===== src/rtl/branch_sequencer.sv =====
// Control-step sequencer for conditional-branch instructions: fetch T0-T2, then
// CON FF load, PC+C computation and CONFF-gated PC load in T3-T6.
//
// state | meaning
// IDLE  | waiting for start
// T0    | PC -> MAR, increment PC into Z
// T1    | memory read of instruction word, waits on mem_ready
// T2    | MDR -> IR
// T3    | opcode decode; branch loads CON FF from Ra
// T4    | PC -> Y
// T5    | Y + C -> Z
// T6    | Zlow -> PC when CONFF is set
// DONE  | one-cycle completion pulse
// ERR   | fetch timed out; sticky until next start
module branch_sequencer #(
  parameter logic [4:0] BR_OPCODE   = 5'b10010,
  parameter int         MEM_TIMEOUT = 16,
  parameter int         CNT_W       = 5
) (
  input  logic       clk,
  input  logic       clr,
  input  logic       start,
  input  logic       mem_ready,
  input  logic [4:0] ir_op,
  input  logic       con_ff,
  output logic       pc_out,
  output logic       mar_in,
  output logic       inc_pc,
  output logic       z_in,
  output logic       zlow_out,
  output logic       pc_in,
  output logic       read,
  output logic       mdata_in,
  output logic       mdr_out,
  output logic       ir_in,
  output logic       gra,
  output logic       r_out,
  output logic       con_in,
  output logic       y_in,
  output logic       c_out,
  output logic       alu_add,
  output logic       busy,
  output logic       done,
  output logic       taken,
  output logic       not_branch,
  output logic       err
);

  typedef enum logic [3:0] {
    IDLE, T0, T1, T2, T3, T4, T5, T6, DONE, ERR
  } seqState_t;

  typedef struct packed {
    logic pcOut;
    logic marIn;
    logic incPc;
    logic zIn;
    logic zlowOut;
    logic pcIn;
    logic read;
    logic mdataIn;
    logic mdrOut;
    logic irIn;
    logic gra;
    logic rOut;
    logic conIn;
    logic yIn;
    logic cOut;
    logic aluAdd;
    logic busy;
    logic done;
  } strobe_t;

  localparam logic [CNT_W-1:0] LAST_WAIT = CNT_W'(MEM_TIMEOUT - 1);

  seqState_t        state;
  seqState_t        nextState;
  logic [CNT_W-1:0] waitCnt;
  strobe_t          strb;
  logic             firstT1;
  logic             timeoutHit;
  logic             isBranch;

  assign firstT1    = (waitCnt == '0);
  assign timeoutHit = (waitCnt == LAST_WAIT);
  assign isBranch   = (ir_op == BR_OPCODE);

  always_ff @(posedge clk or posedge clr) begin
    if (clr) state <= IDLE;
    else     state <= nextState;
  end

  always_comb begin
    nextState = state;
    case (state)
      IDLE: if (start) nextState = T0;
      T0:   nextState = T1;
      T1: begin
        if (mem_ready)       nextState = T2;
        else if (timeoutHit) nextState = ERR;
      end
      T2:   nextState = T3;
      T3:   nextState = isBranch ? T4 : DONE;
      T4:   nextState = T5;
      T5:   nextState = T6;
      T6:   nextState = DONE;
      DONE: nextState = IDLE;
      ERR:  if (start) nextState = T0;
      default: nextState = IDLE;
    endcase
  end

  always_comb begin
    strb      = '0;
    strb.busy = (state != IDLE);
    case (state)
      T0: begin
        strb.pcOut = 1'b1;
        strb.marIn = 1'b1;
        strb.incPc = 1'b1;
        strb.zIn   = 1'b1;
      end
      T1: begin
        strb.zlowOut = firstT1;
        strb.pcIn    = firstT1;
        strb.read    = 1'b1;
        strb.mdataIn = 1'b1;
      end
      T2: begin
        strb.mdrOut = 1'b1;
        strb.irIn   = 1'b1;
      end
      T3: begin
        strb.gra   = isBranch;
        strb.rOut  = isBranch;
        strb.conIn = isBranch;
      end
      T4: begin
        strb.pcOut = 1'b1;
        strb.yIn   = 1'b1;
      end
      T5: begin
        strb.cOut   = 1'b1;
        strb.aluAdd = 1'b1;
        strb.zIn    = 1'b1;
      end
      T6: begin
        strb.zlowOut = 1'b1;
        strb.pcIn    = con_ff;
      end
      DONE: strb.done = 1'b1;
      default: ;
    endcase
  end

  // Wait counter only runs in T1; it saturates on the timeout value and is
  // cleared everywhere else, so every fresh T1 starts at zero.
  always_ff @(posedge clk or posedge clr) begin
    if (clr) begin
      waitCnt <= '0;
    end else if (state == T1 && !mem_ready) begin
      if (!timeoutHit) waitCnt <= waitCnt + CNT_W'(1);
    end else begin
      waitCnt <= '0;
    end
  end

  always_ff @(posedge clk or posedge clr) begin
    if (clr) begin
      taken      <= 1'b0;
      not_branch <= 1'b0;
      err        <= 1'b0;
    end else begin
      if (state == T3) begin
        if (!isBranch) begin
          not_branch <= 1'b1;
          taken      <= 1'b0;
        end else begin
          not_branch <= 1'b0;
        end
      end
      if (state == T6) taken <= con_ff;
      if (state == T1 && !mem_ready && timeoutHit) err <= 1'b1;
      else if (state == ERR && start)              err <= 1'b0;
    end
  end

  // Outputs are forced low while clr is held so nothing pulses during an abort.
  assign pc_out   = strb.pcOut   & ~clr;
  assign mar_in   = strb.marIn   & ~clr;
  assign inc_pc   = strb.incPc   & ~clr;
  assign z_in     = strb.zIn     & ~clr;
  assign zlow_out = strb.zlowOut & ~clr;
  assign pc_in    = strb.pcIn    & ~clr;
  assign read     = strb.read    & ~clr;
  assign mdata_in = strb.mdataIn & ~clr;
  assign mdr_out  = strb.mdrOut  & ~clr;
  assign ir_in    = strb.irIn    & ~clr;
  assign gra      = strb.gra     & ~clr;
  assign r_out    = strb.rOut    & ~clr;
  assign con_in   = strb.conIn   & ~clr;
  assign y_in     = strb.yIn     & ~clr;
  assign c_out    = strb.cOut    & ~clr;
  assign alu_add  = strb.aluAdd  & ~clr;
  assign busy     = strb.busy    & ~clr;
  assign done     = strb.done    & ~clr;

endmodule


===== config.mk =====
export PLATFORM = sky130hd
export DESIGN_NAME = branch_sequencer
export DESIGN_NICKNAME = d
export VERILOG_FILES = /design/src/rtl/branch_sequencer.sv
export SDC_FILE = /design/constraint.sdc
export NUM_CORES = 1
export LEC_CHECK = 0
export ABC_AREA = 1
export ABC_CLOCK_PERIOD_IN_PS = 2300
export CAP_MARGIN = 20
export CORE_MARGIN = 10
export CORE_UTILIZATION = 43
export CTS_BUF_LIST = sky130_fd_sc_hd__clkbuf_8 sky130_fd_sc_hd__clkbuf_16
export DETAILED_ROUTE_END_ITERATION = 8
export PLACE_DENSITY_LB_ADDON = 0.12
export SYNTH_ARGS = -nofsm -noshare
export SYNTH_HDL_FRONTEND = slang
export SYNTH_SLANG_ARGS = --single-unit

===== constraint.sdc =====
create_clock -name clk -period 2.3 [get_ports clk]
set_clock_uncertainty 0.1 [all_clocks]
set_input_delay 0.46 -clock clk [delete_from_list [all_inputs] [get_ports clk]]
set_output_delay 0.46 -clock clk [all_outputs]
set_load 0.02 [all_outputs]

### Word level (Yosys, flattened, before mapping)

Index checks and enable logic that the tools add are counted.

| word-level totals | value |
|---|---|
| logic and storage cells | 77 |
| register bits | 12 |
| input bits | 10 |
| output and inout port bits | 21 |

| cells by class | value |
|---|---|
| bitwise gates (word level) | 19 |
| multiplexer cells | 23 |
| $add $sub $neg | 1 |
| reductions and logical operators | 14 |
| equal/unequal tests | 15 |

Operator list:

| cell | count |
|---|---|
| 4-bit one-hot mux with 8 select lines | 1 |
| 1-bit bitwise AND | 18 |
| 4-bit by 3-bit == test with 1-bit output (second input constant) | 4 |
| 4-bit 2-to-1 mux | 4 |
| 1-bit 2-to-1 mux | 10 |
| 5-bit 2-to-1 mux | 2 |
| 4-bit by 2-bit == test with 1-bit output (second input constant) | 2 |
| 4-bit == test (second input constant) | 2 |
| 2-bit 2-to-1 mux | 4 |
| 2-bit OR reduction | 3 |
| 5-bit by 1-bit adder with 5-bit output (second input constant) | 1 |
| 5-bit by 4-bit == test with 1-bit output (second input constant) | 1 |
| 5-bit == test (second input constant) | 1 |
| 5-bit zero test | 1 |
| 4-bit by 1-bit == test with 1-bit output (second input constant) | 1 |
| 4-bit zero test | 1 |
| 2-bit by 1-bit inequality test with 1-bit output (second input constant) | 2 |
| 2-bit one-hot mux with 2 select lines | 1 |
| 2-bit AND reduction | 2 |
| 2-bit nonzero test | 2 |
| 4-bit nonzero test | 1 |
| 1-bit logical AND | 3 |
| 3-bit 2-to-1 mux | 1 |
| 3-bit inequality test (second input constant) | 1 |
| 3 further kinds | 3 |

### Longest topological paths before layout

Gate-level depths: netlist of run 1.

| depth | value |
|---|---|
| depth after elaboration | 4 |
| mapped depth | 10 |
| gate-level depth less buffers | 10 |

### Worst setup path before layout of run 1

OpenSTA, ideal clock, no wires.

| path | value |
|---|---|
| kind | reg-to-output |
| start | register state[1] |
| end | output port gra |
| data required time | 1.740 ns |
| buffers on the path | 1 |
| cell stages (with the launch flop) | 7 |
| arrival | 1.454 ns |
| path slack | 0.286 ns |
| path through | dfrtp_1 -> nor2_1 -> inv_1 -> nor2_2 -> nand2_1 -> nor2_1 -> buf_4 |

| between the ends | value |
|---|---|
| cells in the longest elaborated chain, start to end | 3 |

RTL lines:

| item | line | text |
|---|---|---|
| from (decl) | 76 | `seqState_t state;` |
| from (signal assigned) | 90 | `else state <= nextState;` |
| 4-bit by 3-bit == test with 1-bit output | 116 | `case (state)` |
| 3-bit 2-to-1 mux | 116 |  |
| 1-bit bitwise AND | 199 | `assign gra = strb.gra & ~clr;` |
| to (decl) | 36 | `output logic gra,` |

Every way passes these cells.

### Worst setup path after layout of run 1

| path | value |
|---|---|
| start | input port ir_op[4] |
| end | output port con_in |

| between the ends | value |
|---|---|
| cells in the longest elaborated chain, start to end | 3 |

RTL lines:

| item | line | text |
|---|---|---|
| from (decl) | 24 | `input logic [4:0] ir_op,` |
| 5-bit == test | 86 | `assign isBranch = (ir_op == BR_OPCODE);` |
| 3-bit 2-to-1 mux | 116 |  |
| 1-bit bitwise AND | 201 | `assign con_in = strb.conIn & ~clr;` |
| to (decl) | 38 | `output logic con_in,` |

Every way passes these cells.

==> results of run 1 <==
## area by class of cell
cell class                 instances  area [um^2]  area share
sequential                        12          300       0.253
tap                               25         31.3      0.0263
clock buffer                       3         41.3      0.0347
multi-input combinational         80          410       0.345
inverter                          20         75.1      0.0632
timing repair buffer              38          330       0.278
## registers in the layout (all words and copies together) (netlist names)
signal and cells:
taken 1, waitCnt 5, err 1, state 4
not_branch 1
## critical path, stage by stage
cell and delay, ps:
clkdlybuf4s50_1 460, nand2_1 50, inv_1 40, nand3_1 70
inv_1 60, nand2_1 60, nor2_1 150, clkdlybuf4s15_1 330
## through the flow
step | cell area [um^2] | hold WS (ps) | setup TNS (ps)
CTS | 1200 | 390 | 0
global route | 1190 | 427 | -169
finish | 1190 | 387 | 0
floorplan | 835 | 353 | 0
detailed placement | 1180 | 377 | -2910
global placement | 1180 | 373 | -2680
## Yosys cell counts, types with 3 or more instances
| cell | count |
|---|---|
| nand2_1 | 25 |
| nor2_1 | 19 |
| inv_1 | 17 |
| dfrtp_1 | 12 |
| a21oi_1 | 6 |
| buf_4 | 6 |
| nand3_1 | 6 |
| nand4_1 | 4 |
| o21ai_0 | 4 |
| ha_1 | 3 |
| inv_2 | 3 |
| nor2_2 | 3 |
## per-layer routing
metal	up-vias	GRT usage	wire length, um	share of wire
li1	436	-	-	-
met2	29	0.203	1110	0.50
met5	-	0	0	0
met3	5	0.0331	181	0.082
met1	397	0.116	885	0.40
met4	0	0.0328	25	0.011
## where the power goes
group          switching, mW  internal [mW]  total [mW]
registers             0.0625          0.268       0.330
logic                  0.432          0.280       0.712
clock network         0.0700          0.115       0.185
total                  0.565          0.662        1.23
## cells by family after synthesis
logic type | synth area share
buffers and inverters | 0.148
flip-flops | 0.360
AO/OA/AOI/OAI | 0.0690
adder cells (fa/ha/maj) | 0.0450
AND/OR/NAND/NOR | 0.357
XOR/XNOR | 0.0210
## worst max path at each step
stage	startpoint	to	slack [ps]	cells after the start
final	ir_op[4]	con_in	50	8
after global routing	ir_op[4]	con_in	-80	8
after CTS	ir_op[4]	r_out	0.2	8
after detailed placement	ir_op[4]	r_out	-300	8
after global placement	ir_op[1]	gra	-250	8
after floorplan	state[1]	gra	290	6
## layout by cell type, fill, tap and decap left out, drive strengths merged, types with 4 or more instances in the layout
cell           synthesis  final
nor2                  24     24
dlygate4sd2            0     12
clkbuf                 1      6
buf                    6      8
nand4                  4      4
o21ai                  4      4
dfrtp                 12     12
a21oi                  6      6
inv                   20     20
nand3                  6      6
clkdlybuf4s50          0     12
nand2                 28     28
==> results.toml, run 1 <==
[outcome]
outcome = "completed"

[timing]
slew_headroom = 0.689
rsz0062_at_grt = "yes"
hold_violations = 0
timing.fmax_ghz = 0.444
worst_pin_slew_ps = 466
period_needed_ps = 2250
drv_slew = 0
setup_ws_ps = 47.5
finalSetupViolations = 0
fin_crit_sh = 0.979

[power]
vdd_drop_max_mv = 0.613
totalPowerFinal_mw = 1.23
p_per_area_nw_per_um2 = 1030
p_leak_nw = 0.652

[critical_path]
required_ps = 1740
crit_path_max_fanout = 3
rrSetupSlack_ps = 390
regToRegStartpoint = "waitCnt[0]"
setup.worst_path.start_class = "primary input"
endpoint_kind = "output port"
worst-endpoint-arrival_ps = 1690
rr_endpoint = "state[3]"
ff2ff_path_depth = 10
critPathKind = "in2out"

[finish]
nFillCells = 179
finalNetCount = 168
antenna_cells = 0
drive_gt1_frac = 0.163
area_growth_pct = 42.4
fin_cells = 178
final_util = 0.667

[cts]
clk_pin_slew_worst_paths_ps = 50
holdBufCountCts = 0
cts_tree = "done"
cts_setup_buffers = 0
root_buffer = "clkbuf_8"
cts-resized-gates = 21
cts_buffers = 3
cts.sinks = 12
clockBufferDepth = 2
clk_latency_ps = 240
htreeDepth = 1

[detailed_routing]
drt_iter0_drc = 23
vias_per_cell = 4.87
vias = 867
wl_per_cell_um = 12.3
route.detailed.drc = 0
ant_nets = 0
dr.pass1.iters = 4
routed_wl_um = 2200

[min_path]
holdPathEnd = "waitCnt[4]"
hold_path_depth = 2
hold_class = "reg2reg"
worstHoldStart = "waitCnt[4]"

[global_route]
track_usage = 0.110
first_global_vias = 846
grt.overflow.total = 0
grt_pass1_wl_um = 3750
antenna_found_initial = 0
grt_max_degree = 13

[synthesis]
syn_nets = 132
ys_warn_count = 0
synth_top_cells_by_area = "dfrtp_1 36%, nand2_1 11%, nor2_1 8.5%, inv_1 7.6%, buf_4 5.4%"
yosysSeqAreaShare = 0.360
yosysTopAreaCell = "dfrtp_1"
syn_inst = 119
ys.flop_type = "dfrtp_1"
synthArstFlopShare = 1.00
ys_types = 20
ys_ff_latch = 12
synth_edf_count = 0
synth_top_area_share = 0.360
synth_area_um2 = 835
avgSynthCellArea_um2 = 7.01

[floorplanning]
die-area_um2 = 4100
die_w_um = 64.1
fp.dieH_um = 64.1
initial_core_util = 0.468
rows = 15
ios = 31
core_area_um2 = 1780

[place]
pre_cts_slack_ps = -301
gp_congestion = 0.927
dp_hpwl_um = 1910
port_buffers = 30
dpl.cell_count = 175

[flow_run]
cap_violations = 0
Note: power is estimated with default switching activity, not from simulation.
==> run 2, diff against run 1 <==
--- a/config.mk
+++ b/config.mk
@@ -6,10 +6,10 @@
 export NUM_CORES = 1
 export LEC_CHECK = 0
 export ABC_AREA = 1
-export ABC_CLOCK_PERIOD_IN_PS = 2300
+export ABC_CLOCK_PERIOD_IN_PS = 2600
 export CAP_MARGIN = 20
 export CORE_MARGIN = 10
-export CORE_UTILIZATION = 43
+export CORE_UTILIZATION = 46
 export CTS_BUF_LIST = sky130_fd_sc_hd__clkbuf_8 sky130_fd_sc_hd__clkbuf_16
 export DETAILED_ROUTE_END_ITERATION = 8
 export PLACE_DENSITY_LB_ADDON = 0.12
==> constraint.sdc (replaced) <==
create_clock -name clk -period 2.6 [get_ports clk]
set_clock_uncertainty 0.1 [all_clocks]
set_input_delay 0.52 -clock clk [delete_from_list [all_inputs] [get_ports clk]]
set_output_delay 0.52 -clock clk [all_outputs]
set_load 0.02 [all_outputs]
==> results.toml, run 2 (synthesis results as in run 1) <==
[outcome]
outcome = "completed"

[critical_path]
ff2ff_path_depth = 10
crit_path_max_fanout = 12
path_delay_family = "buffers and inverters"
path_depth = 4
regToRegStartpoint = "waitCnt[0]"
slowest_stage = "clkdlybuf4s50_1"
rr_endpoint = "state[3]"
timing.critical_path.to = "alu_add"
setup.worst_path.start_class = "primary input"
rrSetupSlack_ps = 670
cp_slowest_stage_delay_ps = 630
cpMostUsedCell = "clkdlybuf4s50_1"
endpoint_kind = "output port"
critPathLaunch = "clr"
required_ps = 1980
worst-endpoint-arrival_ps = 1890
critPathKind = "in2out"
path_buf_inv = 3
cp_cell_sequence = "clkdlybuf4s50_1, buf_4, nor2_1, clkdlybuf4s50_1"

[floorplanning]
ios = 31
fp.dieH_um = 62.6
rows = 15
core_area_um2 = 1730
die-area_um2 = 3920
initial_core_util = 0.483
die_w_um = 62.6

[cts]
cts.sinks = 12
clockBufferDepth = 2
clk_pin_slew_worst_paths_ps = 50
htreeDepth = 1
cts_buffers = 3
cts-resized-gates = 3
holdBufCountCts = 0
root_buffer = "clkbuf_8"
clk_latency_ps = 250
cts_setup_buffers = 0
cts_tree = "done"

[detailed_routing]
dr.pass1.iters = 4
ant_nets = 0
wl_per_cell_um = 13.3
drt_iter0_drc = 13
vias = 820
routed_wl_um = 2310
route.detailed.drc = 0
vias_per_cell = 4.71

[timing]
fin_hold_ws_ps = 391
drv_slew = 0
worst_pin_slew_ps = 468
finalSetupTns_ps = 0
fin_crit_sh = 0.967
rsz0062_at_grt = "no"
slew_headroom = 0.688
hold_violations = 0
period_needed_ps = 2510
finalSetupViolations = 0
timing.fmax_ghz = 0.398

[finish]
multiInputGateArea_um2 = 410
final_util = 0.703
seq_area_um2 = 300
final_cell_mix = "25 x nand2_1, 19 x nor2_1, 18 x clkdlybuf4s50_1, 17 x inv_1, 12 x dfrtp_1"
drive_gt1_frac = 0.121
top_regs = "waitCnt (5), state (4)"
fin_cells = 174
antenna_cells = 0
area_growth_pct = 45.4
finalNetCount = 163
nFillCells = 159
regMostFlops = "waitCnt"
final_common_cell = "nand2_1"
largest_reg_flops = 5

[global_route]
grt.overflow.total = 0
antenna_found_initial = 0
first_global_vias = 820
grt_pass1_wl_um = 3770
track_usage = 0.119
grt_max_degree = 13

[flow_run]
cap_violations = 0

[power]
internal_power_uw = 628
netSwitchingPower_uw = 513
totalPowerFinal_mw = 1.14
p_leak_nw = 0.742
pwr-share-clk = 0.183
p_sw_frac = 0.450
vdd_drop_max_mv = 0.622
power_frac_seq = 0.261
power_frac_comb = 0.556
p_per_area_nw_per_um2 = 940

[place]
dp_hpwl_um = 1910
dpl.cell_count = 170
gp_congestion = 0.886
port_buffers = 30

[min_path]
worstHoldStart = "not_branch"
hold_class = "reg2reg"
run 2: changes by cell type in the layout (fill, tap and decap cells not counted), moves of 3 or more:
cell / change
dlymetal6s2s_1: +9
clkdlybuf4s50_1: +6
clkdlybuf4s15_1: -3
dlygate4sd2_1: -9
clkbuf_2: -3
buf_4: -5
run 2: through the flow:
stage,setup WS (ps),cell area (um^2)
2_1_floorplan,526,835
3_3_place_gp,-71.3,1140
3_5_place_dp,-148,1140
4_1_cts,24.2,1190
5_1_grt,12.1,1210
6_report,86.6,1210
run 2: power groups by stage:
stage / clock network [mW] / logic, mW / registers (mW)
after floorplan: 0 / 0.412 / 0.300
after global placement: 0 / 0.636 / 0.297
after detailed placement: 0 / 0.648 / 0.300
after CTS: 0.212 / 0.650 / 0.296
after global routing: 0.219 / 0.707 / 0.305
final: 0.209 / 0.634 / 0.298
run 2: area by class of cell:
cell class,count,share of cell area
Clock buffer,4,0.0454
Multi-Input combinational cell,80,0.338
Timing Repair Buffer,33,0.281
Sequential cell,12,0.247
Inverter,20,0.0619
Tap cell,25,0.0258
run 2: worst min path at each step:
stage | endpoint | cells after the start
floorplan | waitCnt[4] | 2
global placement | not_branch | 1
detailed placement | not_branch | 1
CTS | not_branch | 1
global route | not_branch | 1
finish | not_branch | 1
run 2: routing by layer:
metal | GRT usage | share of wire | vias up
li1 | - | - | 425
met1 | 0.124 | 0.44 | 368
met2 | 0.212 | 0.50 | 22
met3 | 0.0358 | 0.044 | 5
met4 | 0.0587 | 0.020 | 0
met5 | 0 | 0 | -
run 2: worst reg2reg max path, stage by stage, from the launching register on:
cell	delay (ps)
dfrtp_1	430
ha_1	230
and3_1	190
ha_1	170
inv_1	180
nand2_1	110
nor2_2	180
inv_2	80
nand2_1	70
nand2_1	60
nand2_1	70
